File: src/rtl/mem_port_arbiter.sv
// mem_port_arbiter
// Shares one single-port memory between instruction fetch (port 0) and
// data load/store (port 1). Data has fixed priority, except that a fetch
// denied for STARVE_LIMIT consecutive IDLE cycles is granted next. Reads
// take one wait cycle, and a one-cycle response pulse returns the data.
//
// Ports:
//   clk, rst                   clock (rising edge), async active-high reset
//   f_req_valid/ready, f_addr  fetch request handshake and byte address
//   f_resp_valid, f_rdata      fetch response pulse and read data
//   d_req_valid/ready, d_addr, d_wdata, d_we   data request (d_we=1 store)
//   d_resp_valid, d_rdata      load response pulse and read data
//   mem_addr, mem_data_in, mem_write, mem_data_out   memory instance side
//   busy                       high while a read is waiting for its data
module mem_port_arbiter #(
    parameter int DATA_WIDTH   = 32,
    parameter int STARVE_LIMIT = 4
) (
    input  logic                  clk,
    input  logic                  rst,
    input  logic                  f_req_valid,
    output logic                  f_req_ready,
    input  logic [DATA_WIDTH-1:0] f_addr,
    output logic                  f_resp_valid,
    output logic [DATA_WIDTH-1:0] f_rdata,
    input  logic                  d_req_valid,
    output logic                  d_req_ready,
    input  logic [DATA_WIDTH-1:0] d_addr,
    input  logic [DATA_WIDTH-1:0] d_wdata,
    input  logic                  d_we,
    output logic                  d_resp_valid,
    output logic [DATA_WIDTH-1:0] d_rdata,
    output logic [DATA_WIDTH-1:0] mem_addr,
    output logic [DATA_WIDTH-1:0] mem_data_in,
    output logic                  mem_write,
    input  logic [DATA_WIDTH-1:0] mem_data_out,
    output logic                  busy
);

    typedef enum logic [0:0] {
        IDLE    = 1'b0,
        RD_WAIT = 1'b1
    } state_t;

    localparam logic [7:0] LIMIT_C = 8'(STARVE_LIMIT);
    localparam logic       OWNER_F = 1'b0;
    localparam logic       OWNER_D = 1'b1;

    state_t                state_r;
    state_t                state_nxt_s;
    logic                  owner_r;
    logic                  owner_nxt_s;
    logic [DATA_WIDTH-1:0] addr_r;
    logic [DATA_WIDTH-1:0] addr_nxt_s;
    logic [7:0]            starve_cnt_r;
    logic [7:0]            starve_nxt_s;
    logic                  grant_f_s;
    logic                  grant_d_s;
    logic                  f_resp_r;
    logic                  d_resp_r;
    logic [DATA_WIDTH-1:0] f_rdata_r;
    logic [DATA_WIDTH-1:0] d_rdata_r;

    // Arbitration: starving fetch first, then data, then fetch; only in IDLE.
    always_comb begin
        grant_f_s = 1'b0;
        grant_d_s = 1'b0;
        if (state_r == IDLE) begin
            if ((starve_cnt_r >= LIMIT_C) && f_req_valid) begin
                grant_f_s = 1'b1;
            end else if (d_req_valid) begin
                grant_d_s = 1'b1;
            end else if (f_req_valid) begin
                grant_f_s = 1'b1;
            end else begin
                grant_f_s = 1'b0;
            end
        end else begin
            grant_f_s = 1'b0;
        end
    end

    // Next-state, memory-side steering and starvation counter update.
    always_comb begin
        state_nxt_s  = state_r;
        owner_nxt_s  = owner_r;
        addr_nxt_s   = addr_r;
        starve_nxt_s = starve_cnt_r;
        f_req_ready  = 1'b0;
        d_req_ready  = 1'b0;
        mem_addr     = {DATA_WIDTH{1'b0}};
        mem_data_in  = {DATA_WIDTH{1'b0}};
        mem_write    = 1'b0;
        case (state_r)
            IDLE: begin
                f_req_ready = grant_f_s;
                d_req_ready = grant_d_s;
                if (grant_d_s) begin
                    mem_addr    = d_addr;
                    mem_data_in = d_wdata;
                    mem_write   = d_we;
                    // Stores complete at this edge; only loads wait.
                    if (!d_we) begin
                        state_nxt_s = RD_WAIT;
                        owner_nxt_s = OWNER_D;
                        addr_nxt_s  = d_addr;
                    end else begin
                        state_nxt_s = IDLE;
                    end
                end else if (grant_f_s) begin
                    mem_addr    = f_addr;
                    state_nxt_s = RD_WAIT;
                    owner_nxt_s = OWNER_F;
                    addr_nxt_s  = f_addr;
                end else begin
                    state_nxt_s = IDLE;
                end
                if (grant_f_s) begin
                    starve_nxt_s = 8'd0;
                end else if (f_req_valid && (starve_cnt_r != 8'hFF)) begin
                    starve_nxt_s = starve_cnt_r + 8'd1;
                end else begin
                    starve_nxt_s = starve_cnt_r;
                end
            end
            RD_WAIT: begin
                // Hold the address so the memory keeps presenting the word.
                mem_addr    = addr_r;
                state_nxt_s = IDLE;
            end
            default: begin
                state_nxt_s = IDLE;
            end
        endcase
    end

    // State, ownership, held address and starvation counter registers.
    always_ff @(posedge clk or posedge rst) begin
        if (rst) begin
            state_r      <= IDLE;
            owner_r      <= OWNER_F;
            addr_r       <= {DATA_WIDTH{1'b0}};
            starve_cnt_r <= 8'd0;
        end else begin
            state_r      <= state_nxt_s;
            owner_r      <= owner_nxt_s;
            addr_r       <= addr_nxt_s;
            starve_cnt_r <= starve_nxt_s;
        end
    end

    // Response capture: memory data is valid during RD_WAIT, so it is
    // registered at the end of that cycle and pulsed for one cycle.
    always_ff @(posedge clk or posedge rst) begin
        if (rst) begin
            f_resp_r  <= 1'b0;
            d_resp_r  <= 1'b0;
            f_rdata_r <= {DATA_WIDTH{1'b0}};
            d_rdata_r <= {DATA_WIDTH{1'b0}};
        end else begin
            f_resp_r <= (state_r == RD_WAIT) && (owner_r == OWNER_F);
            d_resp_r <= (state_r == RD_WAIT) && (owner_r == OWNER_D);
            if ((state_r == RD_WAIT) && (owner_r == OWNER_F)) begin
                f_rdata_r <= mem_data_out;
            end
            if ((state_r == RD_WAIT) && (owner_r == OWNER_D)) begin
                d_rdata_r <= mem_data_out;
            end
        end
    end

    assign f_resp_valid = f_resp_r;
    assign d_resp_valid = d_resp_r;
    assign f_rdata      = f_rdata_r;
    assign d_rdata      = d_rdata_r;
    assign busy         = (state_r == RD_WAIT);

endmodule

File: config.mk
export PLATFORM = sky130hd
export DESIGN_NAME = mem_port_arbiter
export DESIGN_NICKNAME = d
export VERILOG_FILES = /design/src/rtl/mem_port_arbiter.sv
export SDC_FILE = /design/constraint.sdc
export NUM_CORES = 1
export LEC_CHECK = 0
export CAP_MARGIN = 20
export CORE_AREA = 2 2 104 146
export CTS_BUF_LIST = sky130_fd_sc_hd__clkbuf_8
export CTS_CLUSTER_DIAMETER = 60
export CTS_CLUSTER_SIZE = 8
export DETAILED_ROUTE_END_ITERATION = 7
export DIE_AREA = 0 0 106 148
export PLACE_DENSITY = 0.83
export SLEW_MARGIN = 20
export SYNTH_ARGS = -nofsm -noshare
export SYNTH_HDL_FRONTEND = slang
export SYNTH_SLANG_ARGS = --single-unit
File: constraint.sdc
create_clock -name clk -period 3.6 [get_ports clk]
set_clock_uncertainty 0.05 [all_clocks]
set_input_delay 0.54 -clock clk [delete_from_list [all_inputs] [get_ports clk]]
set_output_delay 0.54 -clock clk [all_outputs]
set_load 0.005 [all_outputs]
==> flow_metrics.env <==
export IMPL_grt_usage=0.1957
export IMPL_cp_end_kind="output pin"
export IMPL_synth_area_top_cells="dfrtp_1, mux2_2, nand2_1"
export IMPL_worstSkewPairLatency_ns=0.38
export IMPL_cts_setup_buffers=0
export IMPL_row_count=52
export IMPL_timing_fmax_mhz=310.0
export IMPL_gr_usage_met1=0.2063
export IMPL_setup_viol=0
export IMPL_yosys_warnings=0
export IMPL_synth_nets=566
export IMPL_port_buffers=266
export IMPL_final_cell_mix="clkdlybuf4s50_1, mux2_2, dfrtp_1"
export IMPL_root_buffer="clkbuf_8"
export IMPL_place_inst=866
export IMPL_nNetsFinal=823
export IMPL_arrival_ns=2.64
export IMPL_num_vias=4341
export IMPL_totalWireLength_mm=15.43
export IMPL_leakage_nw=3.436
export IMPL_cts_buffer_depth=2
export IMPL_seq_area_frac_synth=0.5163
export IMPL_routabilityCongestion=0.8076
export IMPL_cts_sinks=108
export IMPL_wl_per_cell_um=17.50
export IMPL_core_area_sq_um=14380
export IMPL_synth_avg_cell_area_sq_um=12.15
export IMPL_critical_path_peak_fanout=65
export IMPL_drive_above_1_share=0.2280
export IMPL_clk_pin_slew_worst_paths_ns=0.10
export IMPL_drt_iter0_drc=119
export IMPL_synthesis_area_sq_um=5235
export IMPL_cts_buffers=9
export IMPL_period_needed_ns=3.226
export IMPL_gr_usage_met2=0.3497
export IMPL_slew_violations=0
export IMPL_antenna_found_initial=1
export IMPL_synth_seq_cells=108
export IMPL_finalPower_w=0.004973
export IMPL_gr_usage_met3=0.07187
export IMPL_slew_headroom=0.3926
export IMPL_max_vdd_ir_drop_uv=351.0
export IMPL_dp_hpwl_mm=11.45
export IMPL_hold_viol=0
export IMPL_crit_type="primary input to output pin"
export IMPL_worstPathRequired_ns=3.01
export IMPL_synth_top_area_frac=0.5163
export IMPL_crit_top_cell="clkdlybuf4s50_1"
export IMPL_die_area_sq_um=15690
export IMPL_postSynthCellCount=431
export IMPL_holdBufCountCts=0
export IMPL_via_per_inst=4.922
export IMPL_grt_pass1_wl_mm=23.99
export IMPL_die_h_um=148
export IMPL_final_cells=882
export IMPL_hold_class="register to register"
export IMPL_hold_ws_ns=0.4639
export IMPL_ios=267
export IMPL_die_x_um=106
export IMPL_htree_num_levels=3
export IMPL_n_fill_cell=1189
export IMPL_fin_crit_sh=0.8961
export IMPL_setup_tns_ns=0
export IMPL_drv_cap=0
export IMPL_tightest_slew_ns=0.9111
export IMPL_first_global_vias=4589
export IMPL_power_density_nw_per_um2=600.9
export IMPL_dr_pass1_iters=4
export IMPL_grt_setup_unrepaired="no"
export IMPL_cts_resized=0
export IMPL_status="complete, no violations"
export IMPL_yosysTopAreaCell="dfrtp_1"
export IMPL_slowest_stage="clkdlybuf4s50_1"
export IMPL_cp_start_kind="primary input"
export IMPL_antenna_left=0
export IMPL_slowest_delay_ns=0.58
export IMPL_grt_max_degree=66
export IMPL_antennaDiodeCount=0
export IMPL_yosysUniqueCellTypes=28
export IMPL_area_growth_pct=58.10
export IMPL_cts_tree="yes"
export IMPL_globalRoute_totalOverflow=0
export IMPL_path_cells="clkdlybuf4s50_1 > nor3b_1 > a41o_2 > buf_12 > and2_1 > clkdlybuf4s50_1"
export IMPL_start_util=0.3641
export IMPL_drcViolationCount=0
export IMPL_layout_commonest_cell="clkdlybuf4s50_1"
export IMPL_top_usage_layer="met2"
==> path summary, 6_finish.rpt <==
check | startpoint | end | cells after the start | slack, ns
worst max-delay path | d_req_valid | mem_data_in[5] | 6 | 0.37
worst min-delay path | f_rdata[11]$_DFFE_PP0P_ | f_rdata[11]$_DFFE_PP0P_ | 1 | 0.46
worst max register to register | starve_cnt_r[7]$_DFFE_PP0P_ | addr_r[14]$_DFFE_PP0P_ | 5 | 1.28
worst min register to register | f_rdata[11]$_DFFE_PP0P_ | f_rdata[11]$_DFFE_PP0P_ | 1 | 0.46
max in group asynchronous | rst | d_rdata[14]$_DFFE_PP0P_ | 3 | 2.22
min in group asynchronous | rst | starve_cnt_r[6]$_DFFE_PP0P_ | 2 | 0.52
==> area by class of cell <==
cell class | instances | area [sq um] | share of cell area
clock buffers | 9 | 123.9 | 0.01497
clock inverters | 7 | 68.82 | 0.008314
inverters | 7 | 28.78 | 0.003477
multi-input cells | 288 | 2356 | 0.2847
flip-flops and latches | 108 | 2703 | 0.3265
well taps | 189 | 236.5 | 0.02857
repair buffers | 274 | 2760 | 0.3335
==> Yosys cell counts (all sizes together) <==
cell type,instances
a21oi,2
nor4,1
and2,36
o22ai,1
a41o,1
a2bb2oi,1
clkbuf,7
o21ai,1
mux2,128
inv,7
buf,21
dfrtp,108
nor2,5
or3,1
nand2,66
nor3,1
nor2b,1
a22oi,32
nor3b,1
a31oi,3
nand3,2
and4,1
nand2b,2
ha,2
==> report_power, final <==
| group | switching, W | internal [W] | leakage (nW) |
|---|---|---|---|
| clock | 0.000458 | 0.000269 | 0.0911 |
| sequential | 0.000268 | 0.00171 | 1.28 |
| combinational | 0.000746 | 0.00153 | 2.07 |
| total | 0.00147 | 0.00350 | 3.44 |
==> sequential cells by signal (all words and copies together), names as in the netlist <==
| signal | count |
|---|---|
| owner_r | 1 |
| busy | 1 |
| addr_r | 32 |
| d_rdata | 32 |
| f_rdata | 32 |
| d_resp_valid | 1 |
| f_resp_valid | 1 |
| starve_cnt_r | 8 |
==> worst max-delay path, delay by kind of cell <==
family	cells	cell delay, ns
AND/OR/NAND/NOR	2	0.39
AO/OA/AOI/OAI	1	0.27
buffers and inverters	3	1.39
==> cells by family (layout without fill, tap and decap cells) <==
logic type                 count (synthesis)  in the layout  synth area share
muxes                                    128            128            0.2753
and+or+nand+nor                          117            117            0.1109
DFF                                      108            108            0.5163
AOI/OAI and AO/OA                         41             41           0.05832
buffers and inverters                     35            297           0.03442
adders and majority gates                  2              2          0.004779
==> stage by stage <==
stage                     instance area [sq um]  worst slack, ns  utilization
final                                      8277           0.3741       0.5756
after global routing                       8277           0.2400       0.5756
after CTS                                  8277           0.3822       0.5756
after detailed placement                   8084           0.3852       0.5622
after global placement                     8084           0.4384       0.5622
after floorplan                            5235           0.1644            -
==> routing by layer <==
layer	up-vias	wire length (um)
met5	-	13
met4	2	335
met3	25	1297
met2	190	7966
met1	2105	5819
li1	2019	-
Note: power is estimated with default switching activity, not from simulation.
